File: config.mk
export PLATFORM = sky130hd
export DESIGN_NAME = pipeline_hazard_ctrl
export DESIGN_NICKNAME = d
export VERILOG_FILES = /design/src/rtl/pipe_pkg.sv /design/src/rtl/mem_wait_fsm.sv /design/src/rtl/pipeline_hazard_ctrl.sv
export SDC_FILE = /design/constraint.sdc
export NUM_CORES = 1
export LEC_CHECK = 0
export ABC_AREA = 0
export ABC_CLOCK_PERIOD_IN_PS = 5100
export CORE_UTILIZATION = 48
export CTS_BUF_LIST = sky130_fd_sc_hd__clkbuf_8 sky130_fd_sc_hd__clkbuf_16
export DETAILED_ROUTE_END_ITERATION = 6
export PLACE_DENSITY = 0.88
export REMOVE_ABC_BUFFERS = 1
export SLEW_MARGIN = 15
export SYNTH_ARGS = -nofsm -noshare
export SYNTH_HDL_FRONTEND = slang
export SYNTH_SLANG_ARGS = --single-unit
File: constraint.sdc
create_clock -name clk -period 5.1 [get_ports clk]
set_input_delay 1.53 -clock clk [delete_from_list [all_inputs] [get_ports clk]]
set_output_delay 1.53 -clock clk [all_outputs]
set_load 0.01 [all_outputs]
File: src/rtl/pipe_pkg.sv
// Shared types and widths for the pipeline stall/flush control logic.
package pipe_pkg;

  localparam int REG_W       = 4;
  localparam int STALL_CNT_W = 16;

  typedef enum logic [1:0] {
    IDLE = 2'd0,
    WAIT = 2'd1,
    DONE = 2'd2
  } mem_state_t;

endpackage

File: src/rtl/mem_wait_fsm.sv
// Wait-state sequencer for multi-cycle SRAM accesses in MEM; holds the whole
// pipeline for MEM_WAIT_CYCLES cycles, then releases it for one DONE cycle.
module mem_wait_fsm
  import pipe_pkg::*;
#(
  parameter int MEM_WAIT_CYCLES = 4
) (
  input  logic clk,
  input  logic rst,
  input  logic mem_req,
  output logic stall_all
);

  // The IDLE cycle that sees mem_req is already the first stall cycle, so WAIT covers the rest.
  localparam logic [3:0] LOAD_VAL = (MEM_WAIT_CYCLES > 1) ? 4'(MEM_WAIT_CYCLES - 1) : 4'd0;

  mem_state_t state;
  mem_state_t state_next;
  logic [3:0] wait_cnt;
  logic [3:0] wait_cnt_next;

  always_ff @(posedge clk or posedge rst) begin
    if (rst) begin
      state    <= IDLE;
      wait_cnt <= 4'd0;
    end else begin
      state    <= state_next;
      wait_cnt <= wait_cnt_next;
    end
  end

  always_comb begin
    state_next    = state;
    wait_cnt_next = wait_cnt;
    stall_all     = 1'b0;
    case (state)
      IDLE: begin
        if (mem_req) begin
          if (MEM_WAIT_CYCLES == 1) begin
            stall_all  = 1'b1;
            state_next = DONE;
          end else if (MEM_WAIT_CYCLES > 1) begin
            stall_all     = 1'b1;
            state_next    = WAIT;
            wait_cnt_next = LOAD_VAL;
          end
        end
      end
      WAIT: begin
        stall_all     = 1'b1;
        wait_cnt_next = wait_cnt - 4'd1;
        if (wait_cnt == 4'd1) begin
          state_next = DONE;
        end
      end
      DONE: begin
        state_next = IDLE;
      end
      default: begin
        state_next = IDLE;
      end
    endcase
    // Keep the stall low while reset is held, even if mem_req is asserted.
    if (rst) begin
      stall_all = 1'b0;
    end
  end

endmodule

File: src/rtl/pipeline_hazard_ctrl.sv
// Central stall/flush controller: RAW interlock, EXE branch flush and SRAM
// wait stalls, plus a performance counter of stalled cycles.
module pipeline_hazard_ctrl
  import pipe_pkg::*;
#(
  parameter int MEM_WAIT_CYCLES = 4
) (
  input  logic                   clk,
  input  logic                   rst,
  input  logic [REG_W-1:0]       id_src1,
  input  logic [REG_W-1:0]       id_src2,
  input  logic                   id_two_src,
  input  logic [REG_W-1:0]       exe_dest,
  input  logic                   exe_wb_en,
  input  logic [REG_W-1:0]       mem_dest,
  input  logic                   mem_wb_en,
  input  logic                   mem_req,
  input  logic                   branch_taken,
  output logic                   freeze_front,
  output logic                   flush_if_id,
  output logic                   flush_id_exe,
  output logic                   stall_all,
  output logic [STALL_CNT_W-1:0] stall_count
);

  logic src1_hit;
  logic src2_hit;
  logic raw;

  mem_wait_fsm #(
    .MEM_WAIT_CYCLES(MEM_WAIT_CYCLES)
  ) u_mem_wait_fsm (
    .clk      (clk),
    .rst      (rst),
    .mem_req  (mem_req),
    .stall_all(stall_all)
  );

  // No forwarding network: any pending writer in EXE or MEM blocks the ID read.
  assign src1_hit = ((id_src1 == exe_dest) && exe_wb_en) ||
                    ((id_src1 == mem_dest) && mem_wb_en);
  assign src2_hit = ((id_src2 == exe_dest) && exe_wb_en) ||
                    ((id_src2 == mem_dest) && mem_wb_en);
  assign raw      = src1_hit || (id_two_src && src2_hit);

  always_comb begin
    freeze_front = 1'b0;
    flush_if_id  = 1'b0;
    flush_id_exe = 1'b0;
    if (rst || stall_all) begin
      freeze_front = 1'b0;
    end else if (branch_taken) begin
      flush_if_id  = 1'b1;
      flush_id_exe = 1'b1;
    end else if (raw) begin
      freeze_front = 1'b1;
      flush_id_exe = 1'b1;
    end
  end

  always_ff @(posedge clk or posedge rst) begin
    if (rst) begin
      stall_count <= '0;
    end else if (freeze_front || stall_all) begin
      stall_count <= stall_count + STALL_CNT_W'(1);
    end
  end

endmodule

==> results.sh <==
export IMPL_drive_above_1_share=0.0659
export IMPL_min_period_over_period=0.967
export IMPL_placeableCoreArea_mm2=0.00250
export IMPL_synth_unique_cells=31
export IMPL_capture_instance_of_the_worst_register_to_register_path="stall_count[1]"
export IMPL_antenna_found_initial=0
export IMPL_reg2reg_slack_ns=3.29
export IMPL_worstPathMaxFanout=2
export IMPL_timing_worst_slew_pin_value_ns=0.958
export IMPL_max_clock_path_buffers=2
export IMPL_grt_util_all_layers=0.235
export IMPL_post_synth_top_area_cell="sky130_fd_sc_hd__dfrtp_1"
export IMPL_drt_first_iter_violations=30
export IMPL_num_nets_final=194
export IMPL_grt_pass1_vias=1061
export IMPL_post_route_min_period_ns=4.93
export IMPL_drt_total_wl_um=2970
export IMPL_hold_path_end="stall_count[15]"
export IMPL_final_setup_violations=0
export IMPL_fmax_mhz=203
export IMPL_path_clk_slew_ns=0.08
export IMPL_setup_tns_final_ns=0
export IMPL_grt_max_degree=23
export IMPL_antenna_cells=0
export IMPL_mappedNetlistArea_mm2=0.00128
export IMPL_gp_congestion=0.839
export IMPL_clock_tree_htree_level_count=1
export IMPL_timing_startpoint_of_the_critical_path="mem_dest[3]"
export IMPL_numCtsBuffers=3
export IMPL_die_w_um=53.6
export IMPL_ff2ff_path_depth=6
export IMPL_drv_slew=0
export IMPL_dominantRegCellSynth="sky130_fd_sc_hd__dfrtp_1"
export IMPL_timing_slew_headroom=0.360
export IMPL_post_synth_inst_count=121
export IMPL_drt_pre_antenna_iters=4
export IMPL_floorplan_initialDensity=0.511
export IMPL_postSynth_asyncResetShare=1.00
export IMPL_critPathCaptureType="output pin"
export IMPL_place_hpwl_um=2300
export IMPL_grt_first_pass_wirelength_um=4850
export IMPL_crit_path_launch_type="primary input"
export IMPL_run_status="finished, final reports clean"
export IMPL_row_count=18
export IMPL_drt_drc_violations_left=0
export IMPL_post_cts_resized_instances=0
export IMPL_timing_max_cap_violations=0
export IMPL_p_per_area_mw_per_mm2=387
export IMPL_hp_start="stall_count[15]"
export IMPL_overflow=0
export IMPL_timing_critical_path_required_ns=3.57
export IMPL_fin_worst_skew_ns=0.00663
export IMPL_clk_insertion_delay_late_ns=0.27
export IMPL_vias=1124
export IMPL_route_antenna_remaining_nets=0
export IMPL_synth_sequential_area_ratio=0.431
export IMPL_ranking_of_synthesized_cells_by_area="sky130_fd_sc_hd__dfrtp_1 (43%), sky130_fd_sc_hd__xnor2_1 (13%), sky130_fd_sc_hd__xor2_1 (8.2%)"
export IMPL_filler_cell_count=180
export IMPL_synth_edff_count=0
export IMPL_fraction_of_synthesized_cell_area_taken_by_the_top_area_cell_type=0.431
export IMPL_leak_uw=0.000775
export IMPL_synth_warning_count=0
export IMPL_data_arrival_time_of_the_critical_path_ns=3.40
export IMPL_grt_setup_unrepaired="false"
export IMPL_worst_setup_path_type="in2out"
export IMPL_die_height_um=53.6
export IMPL_post_cts_setup_buffer_count=0
export IMPL_hold_path_class="reg2reg"
export IMPL_cts_hold_buf=0
export IMPL_finalPower_uw=699
export IMPL_cts_root_buffer="sky130_fd_sc_hd__clkbuf_8"
export IMPL_clock_sinks=22
export IMPL_tritoncts="built"
export IMPL_synth_area_per_cell_um2=10.5
export IMPL_vdd_ir_drop_worst_v=0.000314
export IMPL_design_die_area_mm2=0.00287
export IMPL_layout_area_overhead_vs_synth_pct=41.7
export IMPL_worst_hold_path_num_cells=1
export IMPL_via_per_inst=5.71
export IMPL_port_buffer_count=42
export IMPL_wire_per_inst_um=15.1
export IMPL_worst_reg2reg_path_startpoint="u_mem_wait_fsm.state[0]"
export IMPL_yosys_cell_count_top_type="sky130_fd_sc_hd__dfrtp_1"
export IMPL_ioPinCount=43
export IMPL_yosys_top_cells_count="sky130_fd_sc_hd__dfrtp_1 (22), sky130_fd_sc_hd__xnor2_1 (19), sky130_fd_sc_hd__xor2_1 (12)"
export IMPL_hold_viol=0
export IMPL_synth_seq_cells=22
report_power, final:
group | switching (uW) | leakage (uW) | internal (uW) | total, uW
sequential | 56.1 | 0.000284 | 222 | 278
clock | 55.8 | 0.0000357 | 105 | 161
combinational | 114 | 0.000455 | 147 | 261
total | 226 | 0.000775 | 473 | 699
layer usage:
layer / part of all wire / global-route usage
met1: 0.43 / 0.313
met5: 0 / 0
met3: 0.042 / 0.0311
met2: 0.51 / 0.392
met4: 0.023 / 0.0789
layout by cell type, fill, tap and decap left out:
| cell type | Yosys | routed |
|---|---|---|
| sky130_fd_sc_hd__a21o_1 | 1 | 1 |
| sky130_fd_sc_hd__ha_1 | 3 | 3 |
| sky130_fd_sc_hd__o2111ai_1 | 4 | 4 |
| sky130_fd_sc_hd__clkbuf_8 | 0 | 3 |
| sky130_fd_sc_hd__inv_1 | 4 | 4 |
| sky130_fd_sc_hd__clkdlybuf4s50_1 | 0 | 42 |
| sky130_fd_sc_hd__and4_1 | 1 | 1 |
| sky130_fd_sc_hd__nand3_1 | 3 | 3 |
| sky130_fd_sc_hd__a31oi_1 | 3 | 3 |
| sky130_fd_sc_hd__a211oi_2 | 1 | 1 |
| sky130_fd_sc_hd__o21ai_1 | 1 | 1 |
| sky130_fd_sc_hd__o211ai_1 | 2 | 2 |
| sky130_fd_sc_hd__bufinv_16 | 0 | 1 |
| sky130_fd_sc_hd__nor2_1 | 5 | 5 |
| sky130_fd_sc_hd__o21ai_0 | 7 | 7 |
| sky130_fd_sc_hd__nand2_1 | 6 | 6 |
| sky130_fd_sc_hd__a32oi_1 | 1 | 1 |
| sky130_fd_sc_hd__o2111ai_2 | 2 | 2 |
| sky130_fd_sc_hd__buf_4 | 0 | 3 |
| sky130_fd_sc_hd__and2_1 | 2 | 2 |
| sky130_fd_sc_hd__and4b_1 | 1 | 1 |
| sky130_fd_sc_hd__xnor2_1 | 19 | 19 |
| sky130_fd_sc_hd__mux2_2 | 1 | 1 |
| sky130_fd_sc_hd__xor2_1 | 12 | 12 |
| sky130_fd_sc_hd__dfrtp_1 | 22 | 22 |
| sky130_fd_sc_hd__or3_1 | 1 | 1 |
| sky130_fd_sc_hd__mux2i_1 | 1 | 1 |
| sky130_fd_sc_hd__and3_1 | 7 | 7 |
| sky130_fd_sc_hd__o211a_1 | 1 | 1 |
| sky130_fd_sc_hd__a22o_1 | 2 | 2 |
| sky130_fd_sc_hd__nor4_1 | 2 | 2 |
| sky130_fd_sc_hd__nor3_1 | 3 | 3 |
sequential cells by signal, summed over array words and instances, names as in the netlist:
name and cells:
u_mem_wait_fsm.wait_cnt 4, stall_count 16, u_mem_wait_fsm.state 2
through the flow:
step,setup WS (ns),std cells,utilization,area (um^2),hold slack [ns]
finish,0.166,197,0.723,1810,0.482
global route,0.0733,197,0.723,1810,0.495
CTS,0.154,197,0.723,1810,0.481
detailed placement,0.162,193,0.695,1740,0.471
global placement,0.212,193,0.695,1740,0.460
floorplan,1.19,118,-,1260,0.502
layout make-up:
| type | instances | area [um^2] | area share |
|---|---|---|---|
| multi-input cells | 92 | 691 | 0.382 |
| flip-flops and latches | 22 | 551 | 0.304 |
| repair buffers | 45 | 443 | 0.245 |
| clock buffers | 3 | 41.3 | 0.0228 |
| well taps | 30 | 37.5 | 0.0208 |
| clock inverters | 1 | 30.0 | 0.0166 |
| inverters | 4 | 15.0 | 0.00830 |
how the worst max path moves through the flow:
| stage | endpoint | slack (ns) | cells past startpoint |
|---|---|---|---|
| 6_report | flush_id_exe | 0.17 | 7 |
| 5_1_grt | flush_id_exe | 0.07 | 7 |
| 4_1_cts | flush_id_exe | 0.15 | 7 |
| 3_5_place_dp | flush_id_exe | 0.16 | 7 |
| 3_3_place_gp | flush_id_exe | 0.21 | 7 |
| 2_1_floorplan | freeze_front | 1.19 | 2 |
worst max-delay path: stages:
cell	delay, ns
sky130_fd_sc_hd__clkdlybuf4s50_1	0.51
sky130_fd_sc_hd__xor2_1	0.20
sky130_fd_sc_hd__nor3_1	0.08
sky130_fd_sc_hd__a31oi_1	0.26
sky130_fd_sc_hd__nand2_1	0.11
sky130_fd_sc_hd__o211a_1	0.22
sky130_fd_sc_hd__clkdlybuf4s50_1	0.50
cell families after synthesis:
kind of cell    synth area share
simple gates               0.129
flops                      0.431
mux                       0.0167
xor+xnor                   0.213
compound gates             0.153
fa+ha+maj                 0.0294
buf+inv                   0.0274
Power figures use the tool's default switching activity.
